==> config.mk <==
export PLATFORM = sky130hd
export DESIGN_NAME = lc3b_mem_unit_flat
export DESIGN_NICKNAME = d
export VERILOG_FILES = /design/src/rtl/lc3b_pkg.sv /design/src/rtl/lc3b_mem_unit_if.sv /design/src/rtl/lc3b_mdr_fmt.sv /design/src/rtl/lc3b_mem_unit.sv /design/src/flat_wrapper.sv
export SDC_FILE = /design/constraint.sdc
export NUM_CORES = 1
export LEC_CHECK = 0
export BUFFER_PORTS_ARGS = -buffer_cell sky130_fd_sc_hd__clkbuf_2
export CORE_ASPECT_RATIO = 0.8
export CORE_MARGIN = 2
export CORE_UTILIZATION = 57
export DETAILED_ROUTE_END_ITERATION = 6
export PLACE_DENSITY = 0.85
export SLEW_MARGIN = 20
export SYNTH_ARGS = -nofsm -noshare
export SYNTH_HDL_FRONTEND = slang
export SYNTH_SLANG_ARGS = --single-unit
export TNS_END_PERCENT = 1
==> constraint.sdc <==
create_clock -name CLK -period 4.2 [get_ports CLK]
set_input_delay 0.84 -clock CLK [delete_from_list [all_inputs] [get_ports CLK]]
set_output_delay 0.84 -clock CLK [all_outputs]
set_load 0.01 [all_outputs]
==> src/rtl/lc3b_pkg.sv <==
// Shared types and constants for the LC-3b MAR/MDR memory-interface stage.
//   mem_state_t   : access sequencer states (IDLE, REQ, DONE)
//   SIZE_*        : DATA_SIZE encodings (byte / word)
//   RW_*          : R_W encodings (read / write)
//   byte_enables(): memory byte-lane enables from access size and address bit 0
package lc3b_pkg;

  typedef enum logic [1:0] {
    IDLE = 2'd0,
    REQ  = 2'd1,
    DONE = 2'd2
  } mem_state_t;

  localparam logic SIZE_BYTE = 1'b0;
  localparam logic SIZE_WORD = 1'b1;

  localparam logic RW_READ  = 1'b0;
  localparam logic RW_WRITE = 1'b1;

  // Word accesses use both lanes; byte accesses pick the lane by address bit 0
  // (odd address = high byte on a little-endian 16-bit bus).
  function automatic logic [1:0] byte_enables(input logic size, input logic a0);
    if (size == SIZE_WORD) return 2'b11;
    return a0 ? 2'b10 : 2'b01;
  endfunction

endpackage

==> src/rtl/lc3b_mem_unit_if.sv <==
// System-bus request/acknowledge channel between the MAR/MDR stage and memory.
//   mem_req   : request, held until mem_ack
//   mem_we    : write qualifier, valid with mem_req
//   mem_addr  : even word address
//   mem_wdata : write data
//   mem_be    : byte enables {hi, lo}
//   mem_rdata : read data, valid with mem_ack
//   mem_ack   : one-cycle completion
// Modports: master = datapath side, slave = memory side.
interface lc3b_mem_unit_if;

  logic        mem_req;
  logic        mem_we;
  logic [15:0] mem_addr;
  logic [15:0] mem_wdata;
  logic [1:0]  mem_be;
  logic [15:0] mem_rdata;
  logic        mem_ack;

  modport master (
    output mem_req, mem_we, mem_addr, mem_wdata, mem_be,
    input  mem_rdata, mem_ack
  );

  modport slave (
    input  mem_req, mem_we, mem_addr, mem_wdata, mem_be,
    output mem_rdata, mem_ack
  );

endinterface

==> src/rtl/lc3b_mdr_fmt.sv <==
// Byte-lane formatting for the MDR, purely combinational.
//   mdr, mar0, data_size -> mdr_out : word = MDR; byte = sign-extended lane chosen by MAR[0]
//   bus, data_size       -> wr_lane : word = BUS; byte = low byte replicated into both lanes
module lc3b_mdr_fmt
  import lc3b_pkg::*;
(
  input  logic [15:0] mdr,
  input  logic        mar0,
  input  logic        data_size,
  input  logic [15:0] bus,
  output logic [15:0] mdr_out,
  output logic [15:0] wr_lane
);

  logic [7:0] lane;

  // NOTE: every always_comb output is assigned on every path (here unconditionally);
  // an output left unassigned on some path would infer a latch.
  always_comb begin
    lane    = mar0 ? mdr[15:8] : mdr[7:0];
    mdr_out = (data_size == SIZE_WORD) ? mdr : {{8{lane[7]}}, lane};
    wr_lane = (data_size == SIZE_BYTE) ? {bus[7:0], bus[7:0]} : bus;
  end

endmodule

==> src/rtl/lc3b_mem_unit.sv <==
// LC-3b MAR/MDR memory-interface stage.
// Latches address/data from BUS, runs a req/ack access on the system bus and
// returns the one-cycle ready pulse R to the control FSM.
// Ports:
//   CLK, RESET (synchronous, active-high)
//   BUS, LD_MAR, LD_MDR, MIO_EN, R_W, DATA_SIZE : datapath controls
//   MDR_OUT   : formatted MDR for GateMDR (combinational)
//   R         : access complete pulse
//   bus_err   : sticky timeout flag, cleared only by RESET
//   unaligned : unaligned word-access pulse (trap build only)
//   mem       : system-bus channel (master side)
// Parameters: TIMEOUT (REQ cycles before forced completion, 0 = never), CNT_W.
// Build option: define LC3B_UNALIGNED_TRAP_EN to trap word accesses at odd
// addresses instead of performing them at the even address.
module lc3b_mem_unit
  import lc3b_pkg::*;
#(
  parameter int TIMEOUT = 64,
  parameter int CNT_W   = 7
) (
  input  logic               CLK,
  input  logic               RESET,
  input  logic [15:0]        BUS,
  input  logic               LD_MAR,
  input  logic               LD_MDR,
  input  logic               MIO_EN,
  input  logic               R_W,
  input  logic               DATA_SIZE,
  output logic [15:0]        MDR_OUT,
  output logic               R,
  output logic               bus_err,
  output logic               unaligned,
  lc3b_mem_unit_if.master    mem
);

  localparam bit              TO_EN    = (TIMEOUT != 0);
  localparam logic [CNT_W-1:0] CNT_LAST = CNT_W'((TIMEOUT == 0) ? 0 : TIMEOUT - 1);

  mem_state_t       state;
  logic [15:0]      mar;
  logic [15:0]      mdr;
  logic [15:0]      rd_buf;
  logic [CNT_W-1:0] counter;
  logic [15:0]      wr_lane;
  logic             trap;

`ifdef LC3B_UNALIGNED_TRAP_EN
  assign trap = (DATA_SIZE == SIZE_WORD) && mar[0];
`else
  assign trap = 1'b0;
`endif

  lc3b_mdr_fmt u_fmt (
    .mdr      (mdr),
    .mar0     (mar[0]),
    .data_size(DATA_SIZE),
    .bus      (BUS),
    .mdr_out  (MDR_OUT),
    .wr_lane  (wr_lane)
  );

  // NOTE: all state uses non-blocking assignments so every register samples
  // the pre-edge values; blocking here would create order-dependent races.
  always_ff @(posedge CLK) begin
    if (RESET) begin
      // NOTE: every register, including the data holding regs, is cleared by the
      // synchronous reset; there is no array here that would make that costly.
      state         <= IDLE;
      mar           <= '0;
      mdr           <= '0;
      rd_buf        <= '0;
      counter       <= '0;
      R             <= 1'b0;
      bus_err       <= 1'b0;
      unaligned     <= 1'b0;
      mem.mem_req   <= 1'b0;
      mem.mem_we    <= 1'b0;
      mem.mem_addr  <= '0;
      mem.mem_wdata <= '0;
      mem.mem_be    <= '0;
    end else begin
      R         <= 1'b0;
      unaligned <= 1'b0;

      if (LD_MAR) mar <= BUS;

      // Memory-sourced MDR loads are only meaningful once read data is captured.
      if (LD_MDR) begin
        if (!MIO_EN)            mdr <= wr_lane;
        else if (state == DONE) mdr <= rd_buf;
      end

      case (state)
        IDLE: begin
          if (MIO_EN) begin
            if (trap) begin
              state     <= DONE;
              R         <= 1'b1;
              unaligned <= 1'b1;
            end else begin
              state         <= REQ;
              counter       <= '0;
              mem.mem_req   <= 1'b1;
              mem.mem_we    <= (R_W == RW_WRITE);
              mem.mem_addr  <= {mar[15:1], 1'b0};
              mem.mem_wdata <= mdr;
              mem.mem_be    <= byte_enables(DATA_SIZE, mar[0]);
            end
          end
        end
        REQ: begin
          // An ack on the last allowed cycle wins over the timeout.
          if (mem.mem_ack) begin
            state       <= DONE;
            R           <= 1'b1;
            mem.mem_req <= 1'b0;
            mem.mem_we  <= 1'b0;
            if (mem.mem_we == RW_READ) rd_buf <= mem.mem_rdata;
          end else if (TO_EN && counter == CNT_LAST) begin
            state       <= DONE;
            R           <= 1'b1;
            bus_err     <= 1'b1;
            rd_buf      <= '0;
            mem.mem_req <= 1'b0;
            mem.mem_we  <= 1'b0;
          end else begin
            counter <= counter + 1'b1;
          end
        end
        DONE:    state <= IDLE;
        default: state <= IDLE;
      endcase
    end
  end

endmodule

==> src/flat_wrapper.sv <==
// flat-port wrapper written by rule: the top's interface ports become plain ports
module lc3b_mem_unit_flat import lc3b_pkg::*;
#(
  parameter int TIMEOUT = 64,
  parameter int CNT_W   = 7
)
  (CLK, RESET, BUS, LD_MAR, LD_MDR, MIO_EN, R_W, DATA_SIZE, MDR_OUT, R, bus_err, unaligned, mem_mem_req, mem_mem_we, mem_mem_addr, mem_mem_wdata, mem_mem_be, mem_mem_rdata, mem_mem_ack);
  lc3b_mem_unit_if mem_i ();
  input  logic CLK;
  input  logic RESET;
  input  logic [15:0] BUS;
  input  logic LD_MAR;
  input  logic LD_MDR;
  input  logic MIO_EN;
  input  logic R_W;
  input  logic DATA_SIZE;
  output logic [15:0] MDR_OUT;
  output logic R;
  output logic bus_err;
  output logic unaligned;
  output wire logic [$bits(mem_i.mem_req)-1:0] mem_mem_req;
  output wire logic [$bits(mem_i.mem_we)-1:0] mem_mem_we;
  output wire logic [$bits(mem_i.mem_addr)-1:0] mem_mem_addr;
  output wire logic [$bits(mem_i.mem_wdata)-1:0] mem_mem_wdata;
  output wire logic [$bits(mem_i.mem_be)-1:0] mem_mem_be;
  input wire logic [$bits(mem_i.mem_rdata)-1:0] mem_mem_rdata;
  input wire logic [$bits(mem_i.mem_ack)-1:0] mem_mem_ack;
  assign mem_mem_req = mem_i.mem_req;
  assign mem_mem_we = mem_i.mem_we;
  assign mem_mem_addr = mem_i.mem_addr;
  assign mem_mem_wdata = mem_i.mem_wdata;
  assign mem_mem_be = mem_i.mem_be;
  assign mem_i.mem_rdata = mem_mem_rdata;
  assign mem_i.mem_ack = mem_mem_ack;
  lc3b_mem_unit #(.TIMEOUT(TIMEOUT), .CNT_W(CNT_W)) u_core (.CLK(CLK), .RESET(RESET), .BUS(BUS), .LD_MAR(LD_MAR), .LD_MDR(LD_MDR), .MIO_EN(MIO_EN), .R_W(R_W), .DATA_SIZE(DATA_SIZE), .MDR_OUT(MDR_OUT), .R(R), .bus_err(bus_err), .unaligned(unaligned), .mem(mem_i));
endmodule
* Yosys cells after proc, flatten, opt, wreduce, memory -nomap -nowiden
Cells that the tools add are included.
** Storage, ports and cells
- Bits in registers :: 94
- Bits of input ports :: 40
- Output and inout bits :: 55
- Word-level logic and storage cells :: 66
** Cells by class
- Add/sub/neg operators :: 1
- Equality and inequality tests :: 9
- Mux-type cells :: 31
- Bitwise gates (word level) :: 2
- Reduce and logical (&&, ||, !) cells :: 11
** Operators with widths (number)
- $mux 16 :: 7
- $mux 7 :: 3
- $pmux 7 s2 :: 1
- $mux 2 :: 6
- $mux 1 :: 10
- $reduce_and 3->1 :: 3
- $mux 8 :: 1
- $ne 2x2->1 const B :: 4
- $add 7x1->7 const B :: 1
- $eq 7x6->1 const B :: 1
- $reduce_and 2->1 :: 3
- $pmux 1 s2 :: 2
- $pmux 2 s2 :: 1
- $reduce_and 4->1 :: 1
- $reduce_bool 2->1 :: 2
- $ne 3x2->1 const B :: 1
- $eq 2x1->1 const B :: 1
- $eq 2x2->1 const B :: 1
- $logic_not 2->1 :: 1
- $ne 2x1->1 const B :: 1
- $not 1->1 :: 2
- $reduce_or 2->1 :: 1

* Logic depth before layout (Yosys ltp)
Gate-level depths: netlist of the first run.
- Depth in word-level cells :: 5
- Gate-level depth with buffers :: 6
- Mapped depth without buffers :: 5

* Hierarchy
Synthesis of the first run repeated with hierarchy kept, for this count alone.
** Second synthesis, totals
- Cells, all modules :: 421
- Area, all modules :: 3970.1 um^2
** By module, submodules not included
- lc3b_mem_unit :: instances 1, cells each 376, area each 3534.6 um^2, seq. area each 1881.8 um^2
- lc3b_mdr_fmt :: instances 1, cells each 45, area each 435.4 um^2, seq. area each 0.0 um^2

* Least setup slack after synthesis of the first run
OpenSTA, ideal clock, no wires.
- Kind :: in2out
- Start point :: input DATA_SIZE
- End point :: output MDR_OUT[15]
- Arrival :: 1691 ps
- Data required time :: 3360 ps
- Path slack :: 1669 ps
- Stages on the path :: 4
- Buffers on the path :: 2
- Path through :: buf_2 -> buf_2 -> nor2_1 -> mux2_2
** Between the ends
- Longest elaborated chain between the ends :: 1
** RTL lines
- start: declaration :: line flat_wrapper.sv:16 : input logic DATA_SIZE;
- $mux 16 :: line lc3b_mdr_fmt.sv:21 : mdr_out = (data_size == SIZE_WORD) ? mdr : {{8{lane[7]}}, lane};
- end: declaration :: line flat_wrapper.sv:17 : output logic [15:0] MDR_OUT;
Every way passes these cells.

* Worst setup path in the final report of the first run
- Start point :: input DATA_SIZE
- End point :: output MDR_OUT[1]
Same word-level chain as after synthesis.

==> flow_summary_export.csv, run 1 <==
group,metric,value,unit
setup_path,crit_path_end_kind,"output pin",
setup_path,cp.arrival,2.39,ns
drt,wire_per_inst,15.16,µm
synthesis,synth_area,3799,µm²
timing,holdWs,0.4529,ns
clock_tree,hold_buffers,0,
drt,ant_nets,0,
drt,totalWireLength,8.810,mm
floorplanning,row_count,26,
timing,timing.fmax,309.1,MHz
run,drv_cap,0,
setup_path,worstPathMaxFanout,18,
setup_path,worstSetupPathType,"in2out",
worst_hold_path,hold_path_depth,2,
final_layout,nFillCells,515,
floorplanning,fp.dieH,77.02,µm
worst_hold_path,min_from,"u_core.mar[13]",
drt,drt_iter0_drc,290,
setup_path,max_stage_delay,0.71,ns
timing,timing.clock.skew,0.009827,ns
synthesis,yosys_register_bits,94,
synthesis,postSynthCellCount,417,
timing,setup_violations,0,
synthesis,ys_seq_area_share,49.54,%
setup_path,r2r_setup_slack,2.31,ns
synthesis,ys_warn_count,0,
final_layout,drive_gt1_share,25.55,%
setup_path,crit_path_top_delay_cell,"nor2b_1",
global_route,grt_pass1_vias,2849,
place,hpwlAfterDp,6.244,mm
timing,worst_pin_slew,0.9984,ns
clock_tree,cts_max_level,3,
drt,drc,0,
clock_tree,ctsResizeCount,0,
setup_path,startpoint_type,"input port",
global_route,grt_max_degree,55,
setup_path,r2r-start,"u_core.state[0]",
drt,drtPass1Iterations,4,
setup_path,crit_buf_inv,2,
final_layout,most-common-layout-cells,"dfxtp_1 (94), clkbuf_2 (92), nand2_1 (75), nor2_1 (42), mux2i_1 (41)",
floorplanning,start_util,59.27,%
clock_tree,root_buffer,"clkbuf_8",
global_route,grt_first_pass_wirelength,14.06,mm
final_layout,synthToLayoutAreaGrowth,16.57,%
pwr,peakVddDrop,286.4,µV
final_layout,instances_no_fill,581,
timing,fin_crit,3.235,ns
pwr,leakage,0.001937,µW
timing,setup_ws,0.9651,ns
setup_path,required,3.36,ns
synthesis,synth.distinct_cells,38,
worst_hold_path,whs_endpoint,"u_core.mem.mem_addr[13]",
timing,relSlewSlack,33.05,%
final_layout,num_antenna_cells,0,
setup_path,crit_cells,4,
clock_tree,cts_tree,"built",
pwr,power,1693,µW
floorplanning,die_area,7337,µm²
worst_hold_path,worstHoldPathType,"reg2reg",
pwr,cellPowerDensity,382.3,nW/µm²
setup_path,path_delay_family,"simple AND/OR/NAND/NOR gates",
outcome,status,"finished clean",
setup_path,path_common_cell,"clkbuf_2",
place,dp.cells,565,
clock_tree,cts_buffer_depth,2,
clock_tree,post_cts_buffers,0,
place,pre_cts_ws,0.9984,ns
synthesis,avgSynthCellArea,9.109,µm²
floorplanning,pin_count,95,
timing,period_share,77.02,%
setup_path,ff2ff_path_depth,5,
clock_tree,cts_sinks,94,
clock_tree,cts.clk_slew.worst_paths,0.09,ns
global_route,grt-ovfl-total,0,
global_route,antenna_found_initial,0,
setup_path,crit_chain,"clkbuf_2 -> nor2b_1 -> mux2_2 -> clkbuf_2",
timing,fin_tns_setup,0,ns
drt,vias,3181,
drt,vias_per_cell,5.475,
floorplanning,core-area,6409,µm²
clock_tree,clkLatencyLatePin,0.35,ns
clock_tree,numCtsBuffers,9,
final_layout,final_common_cell,"dfxtp_1",
timing,rsz0062_at_grt,"false",
final_layout,fin_nets,533,
floorplanning,die_x,95.27,µm
place,gp_congestion,0.8794,
place,portBuffers,92,
global_route,grt_use_total,24.51,%
timing,report.final.slew_viol_count,0,
setup_path,regToRegEndpoint,"u_core.mdr[1]",
timing,hold_violations,0,
-- worst max-delay path by stage --
stage	startpoint	endpoint	slack (ns)
after global routing	DATA_SIZE	MDR_OUT[7]	0.88
after CTS	DATA_SIZE	MDR_OUT[0]	0.99
after floorplan	DATA_SIZE	MDR_OUT[15]	1.67
after global placement	DATA_SIZE	MDR_OUT[4]	1.10
final	DATA_SIZE	MDR_OUT[1]	0.97
after detailed placement	DATA_SIZE	MDR_OUT[0]	1.0
-- cells in the mapped netlist (all sizes together) --
master | instances | area, µm²
a211oi | 10 | 75.07
a21boi | 1 | 11.26
a21o | 7 | 52.55
a21oi | 39 | 195.2
a22o | 16 | 140.1
a31o | 1 | 8.760
a31oi | 4 | 25.02
a41oi | 1 | 8.760
and2b | 1 | 7.510
and3 | 1 | 6.260
and4b | 1 | 10.01
buf | 18 | 106.4
clkbuf | 15 | 56.30
conb | 1 | 3.750
dfxtp | 94 | 1882
ha | 1 | 12.51
mux2 | 9 | 101.4
mux2i | 41 | 410.4
nand2 | 75 | 281.5
nand2b | 5 | 33.78
nand3 | 7 | 35.03
nand4b | 1 | 8.760
nor2 | 43 | 163.9
nor2b | 2 | 12.51
nor3 | 2 | 10.01
nor3b | 3 | 27.52
nor4b | 2 | 17.52
o21ai | 12 | 60.06
o22ai | 1 | 12.51
o31ai | 1 | 7.510
or3 | 1 | 6.260
or3b | 1 | 8.760
-- power by group --
| group | internal (µW) | total [µW] | switching, µW |
|---|---|---|---|
| sequential | 930 | 958 | 27.8 |
| clock | 218 | 524 | 306 |
| combinational | 86.9 | 211 | 124 |
| total | 1230 | 1690 | 458 |
-- kinds of logic (layout without fill, tap and decap cells) --
logic type                 count (synthesis)  in the layout  synth area share (%)
adders and majority gates                  1              1                0.3293
other                                      1              2               0.09872
muxes                                     50             50                 13.47
and+or+nand+nor                          145            145                 16.57
AOI/OAI and AO/OA                         93             93                 15.71
buffers and inverters                     33            112                 4.282
DFF                                       94             94                 49.54
-- metal layers --
metal | up-vias | routed length [µm] | GRT usage, %
met2 | 114 | 3743 | 34.37
met5 | - | 0 | 0
met4 | 0 | 36 | 4.783
met3 | 2 | 756 | 8.251
met1 | 1477 | 4274 | 36.74
li1 | 1588 | - | -
-- flip-flops by register name (all words and copies together), names as in the netlist, 2 cells and up --
signal                cells
u_core.mem.mem_be         2
u_core.state              2
u_core.rd_buf            16
u_core.mem.mem_wdata     16
u_core.counter            7
u_core.mem.mem_addr      15
u_core.mar               16
u_core.mdr               16
-- worst reg2reg max path, stage by stage, from the launching register on --
cell and delay (ns):
dfxtp_1 0.36, nand2b_1 0.17, a21boi_2 0.76, buf_4 0.28
nor2_1 0.04, a211oi_1 0.21
-- final cells by class --
class | instances | area [µm²] | share of cell area [%]
flip-flops and latches | 94 | 1882 | 42.50
well taps | 84 | 105.1 | 2.374
multi-input cells | 291 | 1763 | 39.81
repair buffers | 96 | 503.0 | 11.36
clock buffers | 10 | 127.6 | 2.882
clock inverters | 6 | 47.55 | 1.074
-- per-stage QoR --
stage	cell area, µm²	util, %
finish	4428	69.09
detailed placement	4253	66.36
floorplan	3802	-
CTS	4428	69.09
global placement	4253	66.36
global route	4428	69.09
No activity file was read; power rests on OpenSTA's default activity.
==> run 2, diff against run 1 <==
--- a/config.mk
+++ b/config.mk
@@ -5,12 +5,13 @@
 export SDC_FILE = /design/constraint.sdc
 export NUM_CORES = 1
 export LEC_CHECK = 0
+export ABC_AREA = 1
 export BUFFER_PORTS_ARGS = -buffer_cell sky130_fd_sc_hd__clkbuf_2
 export CORE_ASPECT_RATIO = 0.8
 export CORE_MARGIN = 2
-export CORE_UTILIZATION = 57
+export CORE_UTILIZATION = 53
 export DETAILED_ROUTE_END_ITERATION = 6
-export PLACE_DENSITY = 0.85
+export PLACE_DENSITY = 0.79
 export SLEW_MARGIN = 20
 export SYNTH_ARGS = -nofsm -noshare
 export SYNTH_HDL_FRONTEND = slang
==> constraint.sdc (replaced) <==
create_clock -name CLK -period 3.25 [get_ports CLK]
set_input_delay 0.65 -clock CLK [delete_from_list [all_inputs] [get_ports CLK]]
set_output_delay 0.65 -clock CLK [all_outputs]
set_load 0.01 [all_outputs]
==> run 2 against run 1 <==
Largest cell class unchanged. Area after synthesis increased by 6.9%. Critical path depth increased by 2. Global-route usage decreased by 0.51 points. Register-to-register slack got worse by 0.77 ns. Critical endpoint is now MDR_OUT[10]. Die area increased by 14%. Total power increased by 51%. Via count increased by 19%. Setup slack got worse by 0.28 ns. Sequential power increased by 35%. Largest power group unchanged.
==> flow_summary_export.csv, run 2 <==
group,metric,value,unit
final_layout,finish.utilization,63.58,%
synthesis,postSynthCellCount,567,
setup_path,cp.arrival,1.91,ns
worst_hold_path,whs_endpoint,"u_core.counter[6]",
worst_hold_path,min_from,"u_core.counter[6]",
pwr,peakVddDrop,330.5,µV
timing,period_share,78.79,%
synthesis,synth_top_family_by_area,"simple AND/OR/NAND/NOR gates",
drt,wire_per_inst,13.15,µm
timing,setup_violations,0,
floorplanning,die_area,8386,µm²
clock_tree,cts_buffer_depth,2,
drt,ant_nets,0,
synthesis,synth.area.top_cells,"dfxtp_1 (46%), o21ai_0 (11%), nand2_1 (9.3%)",
global_route,antenna_found_initial,0,
timing,timing.clock.skew,0.007640,ns
setup_path,regToRegEndpoint,"u_core.counter[2]",
outcome,status,"finished clean",
synthesis,avgSynthCellArea,7.165,µm²
drt,drc,0,
synthesis,synthXorXnorAreaFrac,0,%
setup_path,ff2ff_path_depth,8,
worst_hold_path,worstHoldPathType,"reg2reg",
clock_tree,root_buffer,"clkbuf_8",
timing,timing.fmax,390.5,MHz
synthesis,yosysTopAreaCellShare,46.32,%
floorplanning,die_x,101.9,µm
synthesis,async_flop_share,0,%
synthesis,synth_edf_count,0,
global_route,grt_pass1_vias,3289,
setup_path,required,2.60,ns
drt,drtPass1Iterations,5,
timing,rsz0062_at_grt,"false",
synthesis,synth_adder_area_share,0.3080,%
drt,vias_per_cell,5.097,
synthesis,ys_dominant_reg_cell,"dfxtp_1",
clock_tree,cts_max_level,3,
clock_tree,cts.clk_slew.worst_paths,0.09,ns
setup_path,startpoint_type,"input port",
setup_path,worstSetupPathType,"in2out",
clock_tree,post_cts_buffers,0,
timing,fin_tns_setup,0,ns
final_layout,final_common_cell,"nand2_1",
worst_hold_path,hold_path_depth,2,
drt,totalWireLength,9.798,mm
synthesis,synth-compound-area-share,20.02,%
clock_tree,cts_sinks,94,
pwr,power,2559,µW
final_layout,num_antenna_cells,0,
synthesis,synth_common_cells,"nand2_1 (101), nor2_1 (98), dfxtp_1 (94), o21ai_0 (88), inv_1 (46)",
place,portBuffers,92,
final_layout,fin_nets,677,
timing,holdWs,0.4595,ns
global_route,grt_first_pass_wirelength,15.79,mm
run,drv_cap,0,
pwr,cellPowerDensity,542.0,nW/µm²
setup_path,r2r_setup_slack,1.54,ns
final_layout,synthToLayoutAreaGrowth,16.23,%
pwr,leakage,0.002240,µW
timing,fin_crit,2.561,ns
floorplanning,fp.dieH,82.31,µm
synthesis,yosysMostFrequentCell,"nand2_1",
timing,worst_pin_slew,0.6637,ns
drt,vias,3797,
place,hpwlAfterDp,6.965,mm
timing,report.final.slew_viol_count,0,
final_layout,drive_gt1_share,19.69,%
clock_tree,ctsResizeCount,0,
synthesis,synth-simple-area-share,23.59,%
global_route,grt-ovfl-total,0,
floorplanning,core-area,7427,µm²
global_route,grt_use_total,24.00,%
synthesis,ys_warn_count,0,
synthesis,synth.distinct_cells,29,
setup_path,r2r-start,"u_core.counter[0]",
synthesis,synth_area,4063,µm²
clock_tree,numCtsBuffers,9,
floorplanning,start_util,54.70,%
synthesis,yosys_register_bits,94,
timing,relSlewSlack,55.64,%
setup_path,crit_path_end_kind,"output pin",
place,gp_congestion,0.8821,
floorplanning,pin_count,95,
setup_path,worstPathMaxFanout,16,
final_layout,most-common-layout-cells,"nand2_1 (101), nor2_1 (98), dfxtp_1 (94), clkbuf_2 (92), o21ai_0 (88)",
drt,drt_iter0_drc,287,
synthesis,synth_mux_area_share,0,%
clock_tree,hold_buffers,0,
synthesis,synth.largest_area_cell,"dfxtp_1",
clock_tree,clkLatencyLatePin,0.36,ns
floorplanning,row_count,28,
synthesis,ys_seq_area_share,46.32,%
clock_tree,cts_tree,"built",
global_route,grt_max_degree,66,
timing,hold_violations,0,
==> run 2: critical path, cell delays in order <==
cell and delay, ns:
clkbuf_2 0.20, nor2_1 0.08, buf_4 0.18, a21oi_1 0.45, o21ai_0 0.18, clkbuf_2 0.17
==> run 2: cell families (layout without fill, tap and decap cells) <==
kind of cell,Yosys count,after routing
flops,94,94
other cells,1,2
compound gates,155,155
buf+inv,90,162
fa+ha+maj,1,1
simple gates,226,226
==> run 2: worst max path at each step <==
| stage | cells past startpoint | end | slack, ns | startpoint |
|---|---|---|---|---|
| floorplan | 4 | MDR_OUT[10] | 1.10 | DATA_SIZE |
| global placement | 6 | MDR_OUT[8] | 0.82 | DATA_SIZE |
| detailed placement | 6 | MDR_OUT[10] | 0.70 | DATA_SIZE |
| CTS | 6 | MDR_OUT[10] | 0.68 | DATA_SIZE |
| global route | 6 | MDR_OUT[12] | 0.53 | DATA_SIZE |
| finish | 6 | MDR_OUT[10] | 0.69 | DATA_SIZE |
==> run 2: metal layers <==
metal,vias to the layer above,track usage [%],share of wire [%]
li1,1970,-,-
met1,1664,33.11,48
met2,148,37.63,44
met3,15,5.892,7.0
met4,0,6.933,1.3
met5,-,0,0
==> run 2: layout make-up <==
| class | instances | area [µm²] |
|---|---|---|
| repair buffers | 97 | 510.5 |
| multi-input cells | 384 | 1792 |
| clock inverters | 6 | 95.09 |
| fillers | 690 | 2705 |
| flip-flops and latches | 94 | 1882 |
| well taps | 105 | 131.4 |
| inverters | 50 | 187.7 |
| clock buffers | 9 | 123.9 |
==> run 2: power breakdown <==
part | internal, µW | switching [µW] | total, µW
Combinational | 147 | 261 | 408
Sequential | 1240 | 51.4 | 1290
Clock | 437 | 421 | 858
Total | 1830 | 734 | 2560
==> run 2: stage by stage <==
step	instance area [µm²]	cells	setup WS, ns
after global placement	4503	730	0.8233
after global routing	4722	745	0.5310
final	4722	745	0.6893
after detailed placement	4503	730	0.7043
after floorplan	4066	568	1.097
after CTS	4722	745	0.6835
